--- config.mk ---
export PLATFORM = sky130hd
export DESIGN_NAME = lrot_8_arb
export DESIGN_NICKNAME = d
export VERILOG_FILES = /design/src/rtl/lrot_8_arb.sv
export SDC_FILE = /design/constraint.sdc
export NUM_CORES = 1
export LEC_CHECK = 0
export CAP_MARGIN = 40
export CELL_PAD_IN_SITES_DETAIL_PLACEMENT = 1
export CELL_PAD_IN_SITES_GLOBAL_PLACEMENT = 2
export CORE_UTILIZATION = 25
export DETAILED_ROUTE_END_ITERATION = 16
export PLACE_DENSITY = 0.93
export SLEW_MARGIN = 20
export SYNTH_ARGS = -nofsm -noshare
export SYNTH_HDL_FRONTEND = slang
export SYNTH_SLANG_ARGS = --single-unit
--- constraint.sdc ---
create_clock -name clk -period 3.2 [get_ports clk]
set_input_delay 0.64 -clock clk [delete_from_list [all_inputs] [get_ports clk]]
set_output_delay 0.64 -clock clk [all_outputs]
set_load 0.02 [all_outputs]
--- src/rtl/lrot_8_arb.sv ---
// lrot_8_arb
//   Two-requester round-robin sequencer for one shared, externally
//   instantiated 8-bit combinational left rotator. An accepted request
//   loads the rotator inputs from registers. One cycle later the
//   rotator result is captured into the response register. The result
//   is then held on a valid/ready port until the consumer takes it.
//
// Ports
//   clk, rst                  rising-edge clock, async active-high reset
//   reqN_valid / reqN_ready   request handshake for requester N (0, 1)
//   reqN_data / amt / dir     operand byte, rotate amount, 1 = rotate right
//   rot_data, rot_sel         registered drive of the external rotator
//   rot_out                   rotator result (combinational from rot_*)
//   rsp_valid / rsp_ready     response handshake
//   rsp_data, rsp_id          rotated byte and the requester that issued it
//   busy                      high whenever an operation is in flight
module lrot_8_arb (
    input  logic       clk,
    input  logic       rst,
    input  logic       req0_valid,
    output logic       req0_ready,
    input  logic [7:0] req0_data,
    input  logic [2:0] req0_amt,
    input  logic       req0_dir,
    input  logic       req1_valid,
    output logic       req1_ready,
    input  logic [7:0] req1_data,
    input  logic [2:0] req1_amt,
    input  logic       req1_dir,
    output logic [7:0] rot_data,
    output logic [2:0] rot_sel,
    input  logic [7:0] rot_out,
    output logic       rsp_valid,
    input  logic       rsp_ready,
    output logic [7:0] rsp_data,
    output logic       rsp_id,
    output logic       busy
);

    typedef enum logic [1:0] {
        IDLE = 2'd0,
        ROT  = 2'd1,
        RESP = 2'd2
    } state_t;

    state_t     state_q, state_d;
    logic       last_grant_q, last_grant_d;
    logic       id_q, id_d;
    logic [7:0] rot_data_q, rot_data_d;
    logic [2:0] rot_sel_q, rot_sel_d;
    logic [7:0] rsp_data_q, rsp_data_d;
    logic       rsp_id_q, rsp_id_d;
    logic       rsp_valid_q, rsp_valid_d;

    logic       any_valid;
    logic       winner;
    logic       accept;
    logic [7:0] win_data;
    logic [2:0] win_amt;
    logic       win_dir;

    // Arbitration. On a tie the requester that was not granted last wins.
    // With a single valid requester, ~req0_valid selects it directly.
    // Ready depends only on valid, state and rst, never on rsp_ready.
    always_comb begin
        any_valid = req0_valid | req1_valid;
        if (req0_valid && req1_valid) begin
            winner = ~last_grant_q;
        end else begin
            winner = ~req0_valid;
        end
        accept     = (state_q == IDLE) && any_valid && !rst;
        req0_ready = accept && !winner;
        req1_ready = accept && winner;
        win_data   = winner ? req1_data : req0_data;
        win_amt    = winner ? req1_amt  : req0_amt;
        win_dir    = winner ? req1_dir  : req0_dir;
    end

    always_comb begin
        state_d      = state_q;
        last_grant_d = last_grant_q;
        id_d         = id_q;
        rot_data_d   = rot_data_q;
        rot_sel_d    = rot_sel_q;
        rsp_data_d   = rsp_data_q;
        rsp_id_d     = rsp_id_q;
        rsp_valid_d  = rsp_valid_q;
        unique case (state_q)
            IDLE: begin
                if (accept) begin
                    rot_data_d   = win_data;
                    // A right rotation by n is a left rotation by (8 - n) mod 8;
                    // 3-bit wraparound of 0 - n gives exactly that.
                    rot_sel_d    = win_dir ? (3'd0 - win_amt) : win_amt;
                    id_d         = winner;
                    last_grant_d = winner;
                    state_d      = ROT;
                end
            end
            ROT: begin
                rsp_data_d  = rot_out;
                rsp_id_d    = id_q;
                rsp_valid_d = 1'b1;
                state_d     = RESP;
            end
            RESP: begin
                if (rsp_valid_q && rsp_ready) begin
                    rsp_valid_d = 1'b0;
                    state_d     = IDLE;
                end
            end
            default: begin
                state_d = IDLE;
            end
        endcase
    end

    always_ff @(posedge clk or posedge rst) begin
        if (rst) begin
            state_q      <= IDLE;
            last_grant_q <= 1'b1;
            id_q         <= 1'b0;
            rot_data_q   <= 8'h00;
            rot_sel_q    <= 3'd0;
            rsp_data_q   <= 8'h00;
            rsp_id_q     <= 1'b0;
            rsp_valid_q  <= 1'b0;
        end else begin
            state_q      <= state_d;
            last_grant_q <= last_grant_d;
            id_q         <= id_d;
            rot_data_q   <= rot_data_d;
            rot_sel_q    <= rot_sel_d;
            rsp_data_q   <= rsp_data_d;
            rsp_id_q     <= rsp_id_d;
            rsp_valid_q  <= rsp_valid_d;
        end
    end

    assign rot_data  = rot_data_q;
    assign rot_sel   = rot_sel_q;
    assign rsp_valid = rsp_valid_q;
    assign rsp_data  = rsp_data_q;
    assign rsp_id    = rsp_id_q;
    assign busy      = (state_q != IDLE);

endmodule

# Yosys cells after proc, flatten, opt, wreduce, memory -nomap -nowiden
# Cells that the tools add are included.
word_totals:
  regBits: 25
  inputBits: 37
  output_inout_bits: 24
op_classes:
  add_sub_neg: 1
  n_eq_ne: 4
  n_mux: 10
  bitwise: 3
  reduce_logical: 14
op_table:
  columns: ["op", "count"]
  rows:
  - ["$mux W8", 1]
  - ["$logic_and A1 B1 Y1", 6]
  - ["$mux W3", 2]
  - ["$pmux W2 S3", 1]
  - ["$reduce_and A2 Y1", 3]
  - ["$mux W2", 2]
  - ["$ne A2 B2 Y1 const B", 2]
  - ["$reduce_bool A2 Y1", 2]
  - ["$mux W1", 3]
  - ["$sub A1 B3 Y3 const A", 1]
  - ["$eq A2 B1 Y1 const B", 1]
  - ["$eq A2 B2 Y1 const B", 1]
  - ["$logic_not A1 Y1", 2]
  - ["$logic_not A2 Y1", 1]
  - ["$not A1 Y1", 2]
  - ["$pmux W1 S2", 1]
  - ["$or A1 B1 Y1", 1]

# Logic depth before layout (Yosys ltp)
logic_depth:
  depth_word: 5
  depth_mapped: 9
  depth_no_buf: 8

# Least setup slack after synthesis
# OpenSTA, ideal clock, no wires.
synth_path:
  path_type: "input port to output port"
  startpoint: "input req1_valid"
  endpoint: "output req1_ready"
  arrival_ns: 1.448
  required_ns: 2.560
  setup_slack_ns: 1.112
  stages: 4
  path_buffers: 1
  cell_sequence: "inv_1 o21ai_2 buf_2 and2_1"
synth_via:
  elab_chain_cells: 4
  elab_cells_between_ends: 6
synth_rtl:
  columns: ["element", "line", "source"]
  rows:
  - ["from (decl)", "25", "input logic req1_valid,"]
  - ["$or A1 B1 Y1", "66", "any_valid = req0_valid | req1_valid;"]
  - ["$logic_and A1 B1 Y1 (2 in series)", "72", "accept = (state_q == IDLE) && any_valid && !rst;"]
  - ["$logic_and A1 B1 Y1 *", "74", "req1_ready = accept && winner;"]
  - ["to (decl)", "26", "output logic req1_ready,"]
# Every way passes the cells marked *; elsewhere a longest branch is shown, timed or not.

# Worst setup path after layout
layout_path:
  startpoint: "input req1_valid"
  endpoint: "output req0_ready"
layout_via:
  elab_chain_cells: 4
  elab_cells_between_ends: 7
layout_rtl:
  columns: ["element", "line", "source"]
  rows:
  - ["$or A1 B1 Y1 or $logic_and A1 B1 Y1 (tied branches)", "66, 67", null]
  - ["$logic_and A1 B1 Y1 or $mux W1 (tied branches)", "72, 67", null]
  - ["$logic_and A1 B1 Y1 or $logic_not A1 Y1 (tied branches)", "72, 73", null]
  - ["$logic_and A1 B1 Y1 *", "73", "req0_ready = accept && !winner;"]
  - ["to (decl)", "21", "output logic req0_ready,"]
# Marks and branches as above.

==> out/metrics.yaml <==
hold_violations: 0
die_w_um: 71.2
rows: 24
crit_type: "in2out"
postSynthAreaPerCell_um2: 11.6
routed_wl_um: 3130
ys_types: 26
cts_buffer_depth: 2
cts_setup_buffers: 0
slew_headroom_pct: 70.5
leakage_nw: 0.850
cp_max_fo: 4
tightest_slew_ns: 0.442
design.core.area_um2: 4470
drtAntennaViolNets: 0
r2r_end: "rot_sel[2]"
dpl_cell_area_um2: 1890
vias: 1009
layout_commonest_cell: "clkdlybuf4s50_1"
ys_seq_area_share_pct: 52.4
mappedNetlistArea_um2: 1200
endpoint_kind: "output port"
final_nets: 210
period_share_pct: 94.5
antenna_found_initial: 0
skew_ns: 0.00133
fin_tns_setup_ns: 0
first_global_vias: 1111
final_area_um2: 1930
ff2ff_setup_slack_ns: 1.37
port_buffers: 60
power_density_nw_per_um2: 819
fin_crit_ns: 3.02
grt_max_degree: 26
grt_pass1_wl_um: 5230
area_growth_pct: 61.6
design.die.area_um2: 5070
setup_violations: 0
hpwlAfterDp_um: 2600
cts_made_buffers: 3
fp.dieH_um: 71.2
holdWs_ns: 0.481
critical_path_arrival_ns: 2.38
cts_htree_levels: 1
synth_seq_cells: 25
r2r-start: "last_grant_q"
hold_depth: 2
place.gp.congestion: 0.716
initialDrtViolationCount: 39
reg2reg_depth: 8
rsz0062_at_grt: "false"
wire_per_inst_um: 14.0
violations: "design-rule violations"
num_antenna_cells: 0
outcome: "finished, violations left"
avgViaCountPerCell: 4.52
insertion_delay_ns: 0.26
drv_slew: 0
ctsHoldBuffers: 0
initial_utilization_pct: 26.7
ctsResizeCount: 0
cts.clk_slew.worst_paths_ns: 0.09
final_cell_mix: "clkdlybuf4s50_1 (60), dfrtp_1 (24), nand2_1 (12)"
layout-drive-gt1-share_pct: 19.9
synthCells: 103
hold_end: "rot_data[7]"
cts_root_buf: "clkbuf_8"
ys.warnings.count: 0
ir_drop_mv: 0.244
cts_tree: "yes"
fmax_mhz: 331
synthesis.nets: 141
drt_first_pass_iters: 12
hp-start: "rot_data[7]"
post-route-util_pct: 43.2
ios: 61
maxCapViolations: 0
grt_usage_pct: 13.6
required_ns: 2.56
drc: 4
overflow: 0
critPathLaunchType: "input port"
hold_class: "reg2reg"
clock_sinks: 25
==> worst max path at each step <==
stage | slack, ns | endpoint | cells past startpoint | start
6_report | 0.18 | req0_ready | 5 | req1_valid
5_1_grt | 0.14 | req0_ready | 5 | req1_valid
4_1_cts | 0.17 | req0_ready | 5 | req1_valid
3_5_place_dp | 0.18 | req0_ready | 5 | req1_valid
3_3_place_gp | 0.22 | req0_ready | 5 | req1_valid
2_1_floorplan | 1.11 | req1_ready | 4 | req1_valid
==> report_power, final <==
part | leakage [nW] | switching, W | internal [W] | total, W
combinational | 0.525 | 0.000408 | 0.000438 | 0.000846
sequential | 0.299 | 0.0000816 | 0.000470 | 0.000552
clock | 0.0255 | 0.0000993 | 0.0000870 | 0.000186
==> sequential cells by signal, summed over array words and instances (netlist names) <==
| register | count |
|---|---|
| rot_data | 8 |
| rsp_data | 8 |
| rsp_valid | 1 |
| id_q | 1 |
| rot_sel | 3 |
| rsp_id | 1 |
| last_grant_q | 1 |
| state_q | 2 |
==> logic make-up after synthesis <==
group                      share of synthesized area (%)
DFF                                                 52.4
adders and majority gates                           1.05
muxes                                               17.7
buffers and inverters                               4.60
and+or+nand+nor                                     11.0
xor gates and xnor gates                            1.46
AOI/OAI and AO/OA                                   11.8
==> cell usage after synthesis, drive strengths merged <==
master / instances / area [um^2]
xnor2: 2 / 17.5
o21ai: 14 / 108
clkinv: 1 / 8.76
nand2: 12 / 45.0
inv: 3 / 11.3
dfrtp: 24 / 601
buf: 3 / 21.3
a21o: 1 / 7.51
ha: 1 / 12.5
nor2b: 2 / 12.5
o311ai: 1 / 8.76
and2b: 1 / 7.51
nand2b: 2 / 12.5
dfstp: 1 / 26.3
or2: 1 / 6.26
and2: 1 / 6.26
nor2: 8 / 30.0
mux2: 9 / 101
o211ai: 1 / 7.51
clkbuf: 1 / 13.8
a21oi: 2 / 10.0
mux2i: 11 / 110
or3: 1 / 11.3
==> layer usage <==
metal | global-route usage [%] | vias to the layer above | share of wire, %
li1 | - | 491 | -
met1 | 14.6 | 483 | 39
met2 | 26.5 | 33 | 55
met3 | 2.14 | 2 | 5.1
met4 | 5.33 | 0 | 1.1
met5 | 0 | - | 0
==> metrics by stage <==
stage	instances	setup slack [ns]	power [W]
2_1_floorplan	103	1.11	0.00101
3_3_place_gp	219	0.216	0.00138
3_5_place_dp	219	0.177	0.00142
4_1_cts	223	0.167	0.00162
5_1_grt	223	0.138	0.00169
6_report	223	0.177	0.00158
==> final cells by class <==
type,count,area (um^2)
clock buffers,3,41.3
clock inverters,1,5.00
fillers,488,2540
inverters,4,20.0
multi-input cells,70,514
flip-flops and latches,25,627
well taps,52,65.1
repair buffers,68,661
==> worst max-delay path, cell delays in order <==
cell	delay (ns)
clkdlybuf4s50_1	0.50
nor2_1	0.05
or3_4	0.40
nor2_1	0.17
clkdlybuf4s50_1	0.62
Note: power is estimated with default switching activity, not from simulation.
